File: src/rtl/seg_scan_pkg.sv
// rtl/seg_scan_pkg.sv - shared types and constants for the 7-segment scan controller
package seg_scan_pkg;

   localparam int BCD_W = 4;
   localparam logic [BCD_W-1:0] BCD_BLANK = 4'hF;

   typedef enum logic {
      S_BLANK = 1'b0,
      S_DRIVE = 1'b1
   } state_e;

endpackage

File: src/rtl/seg_scan_timer.sv
// rtl/seg_scan_timer.sv - per-slot phase counter and digit index with slot/frame strobes
module seg_scan_timer
   import seg_scan_pkg::*;
#(
   parameter int NUM_DIGITS   = 4,
   parameter int DIGIT_CYCLES = 100000,
   parameter int BLANK_CYCLES = 1000,
   parameter int IDX_W        = (NUM_DIGITS > 1) ? $clog2(NUM_DIGITS) : 1,
   parameter int CNT_W        = $clog2(DIGIT_CYCLES)
) (
   input  logic             clk,
   input  logic             rst,
   input  logic             park,
   output logic [CNT_W-1:0] phase,
   output logic [IDX_W-1:0] idx,
   output logic             blank_end,
   output logic             slot_end,
   output logic             frame_end
);

   localparam logic [CNT_W-1:0] BLANK_LAST = CNT_W'(BLANK_CYCLES - 1);
   localparam logic [CNT_W-1:0] SLOT_LAST  = CNT_W'(DIGIT_CYCLES - 1);
   localparam logic [IDX_W-1:0] IDX_LAST   = IDX_W'(NUM_DIGITS - 1);

   logic [CNT_W-1:0] cnt_q, cnt_d;
   logic [IDX_W-1:0] idx_q, idx_d;

   assign phase     = cnt_q;
   assign idx       = idx_q;
   assign blank_end = (cnt_q == BLANK_LAST);
   assign slot_end  = (cnt_q == SLOT_LAST);
   assign frame_end = slot_end && (idx_q == IDX_LAST);

   // Advance the phase; at slot end clear it and step to the next digit, park forces slot 0 cycle 0
   always_comb begin
      cnt_d = cnt_q;
      idx_d = idx_q;
      if (park) begin
         cnt_d = '0;
         idx_d = '0;
      end else if (slot_end) begin
         cnt_d = '0;
         idx_d = (idx_q == IDX_LAST) ? '0 : idx_q + 1'b1;
      end else begin
         cnt_d = cnt_q + 1'b1;
      end
   end

   // Counter and index registers
   always_ff @(posedge clk) begin
      if (rst) begin
         cnt_q <= '0;
         idx_q <= '0;
      end else begin
         cnt_q <= cnt_d;
         idx_q <= idx_d;
      end
   end

endmodule

File: src/rtl/seg_scan_ctrl.sv
// rtl/seg_scan_ctrl.sv - double-buffered BCD scan controller; optional SEG_SCAN_LZB_EN leading-zero blanking
module seg_scan_ctrl
   import seg_scan_pkg::*;
#(
   parameter int NUM_DIGITS   = 4,
   parameter int DIGIT_CYCLES = 100000,
   parameter int BLANK_CYCLES = 1000,
   localparam int IDX_W       = (NUM_DIGITS > 1) ? $clog2(NUM_DIGITS) : 1,
   localparam int CNT_W       = $clog2(DIGIT_CYCLES)
) (
   input  logic                        clk,
   input  logic                        rst,
   input  logic                        en,
   input  logic                        wr_valid,
   output logic                        wr_ready,
   input  logic [BCD_W*NUM_DIGITS-1:0] wr_data,
   output logic [BCD_W-1:0]            bcd,
   output logic [NUM_DIGITS-1:0]       an,
   output logic [IDX_W-1:0]            digit_idx,
   output logic                        frame_done
);

   localparam int FW = BCD_W * NUM_DIGITS;
   localparam logic [CNT_W-1:0] PRE_LAST = CNT_W'(DIGIT_CYCLES - 2);
   localparam logic [IDX_W-1:0] IDX_LAST = IDX_W'(NUM_DIGITS - 1);

   state_e                  state_q, state_d;
   logic [FW-1:0]           disp_q, disp_d;
   logic [FW-1:0]           pend_q, pend_d;
   logic                    wr_ready_q, wr_ready_d;
   logic [NUM_DIGITS-1:0]   an_q, an_d;
   logic [BCD_W-1:0]        bcd_q, bcd_d;
   logic                    frame_done_q, frame_done_d;
   logic [NUM_DIGITS-1:0]   lz_mask;
   logic [BCD_W-1:0]        nibble;

   logic [CNT_W-1:0]        phase;
   logic [IDX_W-1:0]        idx;
   logic                    blank_end;
   logic                    slot_end;
   logic                    frame_end;

   seg_scan_timer #(
      .NUM_DIGITS   (NUM_DIGITS),
      .DIGIT_CYCLES (DIGIT_CYCLES),
      .BLANK_CYCLES (BLANK_CYCLES),
      .IDX_W        (IDX_W),
      .CNT_W        (CNT_W)
   ) u_timer (
      .clk       (clk),
      .rst       (rst),
      .park      (!en),
      .phase     (phase),
      .idx       (idx),
      .blank_end (blank_end),
      .slot_end  (slot_end),
      .frame_end (frame_end)
   );

   assign wr_ready   = wr_ready_q;
   assign an         = an_q;
   assign bcd        = bcd_q;
   assign digit_idx  = idx;
   assign frame_done = frame_done_q;

`ifdef SEG_SCAN_LZB_EN
   logic lead;
   // Mark digits whose nibble and all more-significant nibbles are zero; digit 0 always shows
   always_comb begin
      lz_mask = '0;
      lead    = 1'b1;
      for (int i = NUM_DIGITS - 1; i >= 1; i--) begin
         lead       = lead && (disp_q[i*BCD_W +: BCD_W] == '0);
         lz_mask[i] = lead;
      end
   end
`else
   assign lz_mask = '0;
`endif

   assign nibble = disp_q[idx*BCD_W +: BCD_W];

   // Next state, frame handshake/commit, and output values for the cycle after the edge
   always_comb begin
      state_d      = state_q;
      disp_d       = disp_q;
      pend_d       = pend_q;
      wr_ready_d   = wr_ready_q;
      an_d         = '1;
      bcd_d        = BCD_BLANK;
      frame_done_d = 1'b0;

      if (!en) begin
         state_d = S_BLANK;
      end else begin
         case (state_q)
            S_BLANK: if (blank_end) state_d = S_DRIVE;
            S_DRIVE: if (slot_end)  state_d = S_BLANK;
            default: state_d = S_BLANK;
         endcase
      end

      // Drive is entered and held only while the digit index is stable
      if (state_d == S_DRIVE && !lz_mask[idx]) begin
         an_d[idx] = 1'b0;
         bcd_d     = nibble;
      end

      frame_done_d = en && (idx == IDX_LAST) && (phase == PRE_LAST);

      // A commit needs a pending frame, so it can never collide with an accept
      if (!wr_ready_q && (!en || frame_end)) begin
         disp_d     = pend_q;
         wr_ready_d = 1'b1;
      end else if (wr_ready_q && wr_valid) begin
         pend_d     = wr_data;
         wr_ready_d = 1'b0;
      end
   end

   // State, frame buffers and registered outputs
   always_ff @(posedge clk) begin
      if (rst) begin
         state_q      <= S_BLANK;
         disp_q       <= {NUM_DIGITS{BCD_BLANK}};
         pend_q       <= '0;
         wr_ready_q   <= 1'b1;
         an_q         <= '1;
         bcd_q        <= BCD_BLANK;
         frame_done_q <= 1'b0;
      end else begin
         state_q      <= state_d;
         disp_q       <= disp_d;
         pend_q       <= pend_d;
         wr_ready_q   <= wr_ready_d;
         an_q         <= an_d;
         bcd_q        <= bcd_d;
         frame_done_q <= frame_done_d;
      end
   end

endmodule

File: config.mk
export PLATFORM = sky130hd
export DESIGN_NAME = seg_scan_ctrl
export DESIGN_NICKNAME = d
export VERILOG_FILES = /design/src/rtl/seg_scan_pkg.sv /design/src/rtl/seg_scan_timer.sv /design/src/rtl/seg_scan_ctrl.sv
export SDC_FILE = /design/constraint.sdc
export NUM_CORES = 1
export LEC_CHECK = 0
export ABC_AREA = 0
export BUFFER_PORTS_ARGS = -buffer_cell sky130_fd_sc_hd__buf_4
export CORE_MARGIN = 2
export CORE_UTILIZATION = 45
export CTS_BUF_LIST = sky130_fd_sc_hd__clkbuf_8
export DETAILED_ROUTE_END_ITERATION = 6
export GPL_ROUTABILITY_DRIVEN = 0
export GPL_TIMING_DRIVEN = 0
export SLEW_MARGIN = 5
export SYNTH_ARGS = -nofsm -noshare
export SYNTH_HDL_FRONTEND = slang
export SYNTH_HIERARCHICAL = 1
export SYNTH_SLANG_ARGS = --single-unit
File: constraint.sdc
create_clock -name clk -period 2.6 [get_ports clk]
set_clock_uncertainty 0.2 [all_clocks]
set_input_delay 0.26 -clock clk [delete_from_list [all_inputs] [get_ports clk]]
set_output_delay 0.26 -clock clk [all_outputs]
set_load 0.03 [all_outputs]
==> metrics.md <==
| Metric | Value |
|---|---|
| Share of cells above drive strength 1 | `20.8%` |
| Clock root buffer | `clkbuf_8` |
| Syn. warnings | `6` |
| WP buf/inv | `2` |
| Crit. End Element | `flip-flop` |
| Num CTS Buffers | `9` |
| Core ar. | `5820 um2` |
| Global-route wire length before repair | `9470 um` |
| Final antenna-violating net count | `0` |
| Max VDD drop | `0.413 mV` |
| Internal | `0.00166 W` |
| Antenna violations before repair | `0` |
| Hold WC Path Type | `primary input to flip-flop` |
| Worst slack at placement | `-0.00406 ns` |
| Ports | `32` |
| Worst-margin pin slew | `0.497 ns` |
| Routed len/inst | `13.7 um` |
| Gr usage total | `19.1%` |
| Final Power | `0.00211 W` |
| Endpoints failing hold | `0` |
| Startpoint types | `flip-flop` |
| Clk pwr share | `44.6%` |
| Worst relative slew slack | `66.9%` |
| Rows | `28` |
| Overflow after GRT | `0` |
| Net load switching power | `0.000458 W` |
| Sequential area share after synthesis | `46.7%` |
| Combinational share of power | `7.8%` |
| Avg Vias per Cell | `5.15` |
| Final core utilization | `58.3%` |
| Async SR Flop Fraction | `0%` |
| Tmin final | `2.44 ns` |
| Die H | `80.9 um` |
| Switching portion of total power | `21.6%` |
| RSZ-0062 raised after global routing | `no` |
| Critical path type | `flip-flop to flip-flop` |
| Die ar. | `6540 um2` |
| Post-CTS setup buffers | `0` |
| Synth cell types | `41` |
| Max H-tree Level | `3` |
| Clk buf depth | `2` |
| Peak Freq | `0.410 GHz` |
| Mapped Cells | `280` |
| Drt first pass iters | `4` |
| Commonest cells after routing, fill and taps aside | `61 x dfxtp_1, 40 x nand2_1, 36 x buf_4, 20 x a21oi_1, 19 x nor2_1` |
| Period utilization | `93.8%` |
| TritonCTS clock tree | `done` |
| Hold_ws | `0.0200 ns` |
| Synth Register Bits | `62` |
| Vias | `2149` |
| Synth Cell Area | `2660 um2` |
| Pwr dens | `624 nW/um2` |
| Worst path slowest cell | `dfxtp_1` |
| Final #Nets | `360` |
| CP arrival | `2.46 ns` |
| Most common library cell in the layout ignoring fill and taps | `dfxtp_1` |
| Syn nets | `302` |
| DPL Wire Length | `3920 um` |
| Run status | `complete, no violations` |
| First DRT Iteration DRCs | `131` |
| Clock sinks | `62` |
| Crit-path max FO | `10` |
| # DRC | `0` |
| Initial Util | `45.7%` |
| I/O Buffers | `31` |
| MaxCap Viol Count | `0` |
| Slew Viols, Final | `0` |
| Antenna fix cells | `0` |
| CP cell instances | `ha_4 -> and4_4 -> and2_1 -> and3_1 -> nor2b_1 -> buf_2 -> clkbuf_2 -> o21a_1 -> a211o_1` |
| Cell family with most CP delay | `simple AND/OR/NAND/NOR gates` |
| CP peak stage delay | `0.47 ns` |
| CTS clk-pin slew, worst paths | `0.06 ns` |
| Setup-failing EPs final | `0` |
| Seq pwr share | `47.6%` |
| Synth Flop Type | `dfxtp_1` |
| Area grow syn2layout | `27.4%` |
| Largest net degree at the start of global routing | `11` |
| Post-synth EDFFs | `0` |
| Worst-skew pair later-pin latency | `0.33 ns` |
| Req. time, crit path | `2.62 ns` |
| Leakage power | `1.20 nW` |
| Fill cell count | `532` |
| Slack of the critical path | `0.161 ns` |
| Die width | `80.9 um` |
| Vias in the first global route | `1968` |
| Routed wire length | `5720 um` |
| Syn Area/Cell | `9.50 um2` |
[path summary, 6_finish.rpt]
path | cells past startpoint | startpoint | slack, ns | end
setup / recovery | 9 | u_timer/phase[1] | 0.16 | disp_q[10]
hold / removal | 3 | rst | 0.02 | u_timer/idx[0]
setup reg to reg | 9 | u_timer/phase[1] | 0.16 | disp_q[10]
hold reg to reg | 1 | pend_q[8] | 0.26 | disp_q[8]
[power groups by stage]
stage               Combinational, W  Sequential [W]  Clock [W]
floorplan                  0.0000974         0.00102          0
global placement            0.000143         0.00103          0
detailed placement          0.000145         0.00103          0
CTS                         0.000164         0.00101   0.000961
global route                0.000184         0.00101    0.00101
finish                      0.000166         0.00101   0.000942
[what timing repair did]
action | 4_1_cts | 5_1_grt
endpoints found under the hold margin | 16 | 0
endpoints found under the setup margin | 5 | 12
hold buffers | 16 | 0
pin swaps | 1 | 0
gates resized for setup | 1 | 4
[worst min-delay path: stages]
cell and delay [ns]:
buf_4 0.08, or2_2 0.12, a21oi_1 0.04
[area by class of cell]
type                            count  area [um2]  area share, %
Clock buffer                       11         151           4.47
Buffer                             20         108           3.17
Timing Repair Buffer               47         393           11.6
Inverter                            6        22.5          0.664
Tap cell                           75        93.8           2.77
Clock inverter                      4        71.3           2.10
Multi-Input combinational cell    192        1310           38.6
Sequential cell                    62        1240           36.7
[cells in the mapped netlist, types with 3 or more instances]
master | instances | area (um2)
nor2_1 | 19 | 71.3
nand2_1 | 40 | 150
xnor2_1 | 10 | 87.6
o21ai_0 | 3 | 15.0
or2b_1 | 4 | 30.0
nand4b_1 | 3 | 26.3
clkbuf_1 | 9 | 33.8
dfxtp_1 | 62 | 1240
mux4_2 | 4 | 90.1
nand3_1 | 9 | 45.0
xor2_1 | 3 | 26.3
inv_1 | 6 | 22.5
nand4_1 | 7 | 43.8
a21oi_1 | 20 | 100
o21a_1 | 16 | 120
nor3_1 | 3 | 15.0
buf_4 | 5 | 37.5
nor4_1 | 6 | 37.5
a211o_1 | 17 | 149
and4_1 | 3 | 26.3
buf_2 | 4 | 20.0
[metal layers]
metal,vias up,share of wire [%],track usage (%)
met4,0,1.8,9.66
met3,10,4.0,4.11
met1,984,52,28.1
li1,1111,-,-
met2,44,42,25.9
met5,-,0,0
[cell families after synthesis]
| logic type | synth area share (%) |
|---|---|
| and+or+nand+nor | 23.8 |
| muxes | 3.39 |
| DFF | 46.7 |
| buffers and inverters | 4.84 |
| adders and majority gates | 0.941 |
| AOI/OAI and AO/OA | 16.0 |
| xor gates and xnor gates | 4.28 |
[registers in the layout (all words and copies together) (netlist names)]
signal         flops
wr_ready           1
u_timer/idx        2
pend_q            16
state_q            1
an                 4
u_timer/phase     17
frame_done         1
bcd                4
disp_q            16
[through the flow]
step | cell area [um2] | instances | TNS, ns
floorplan | 2660 | 280 | 0
CTS | 3370 | 417 | 0
global route | 3390 | 417 | 0
finish | 3390 | 417 | 0
detailed placement | 2990 | 386 | -0.00406
global placement | 2990 | 386 | 0
Note: power is estimated with default switching activity, not from simulation.
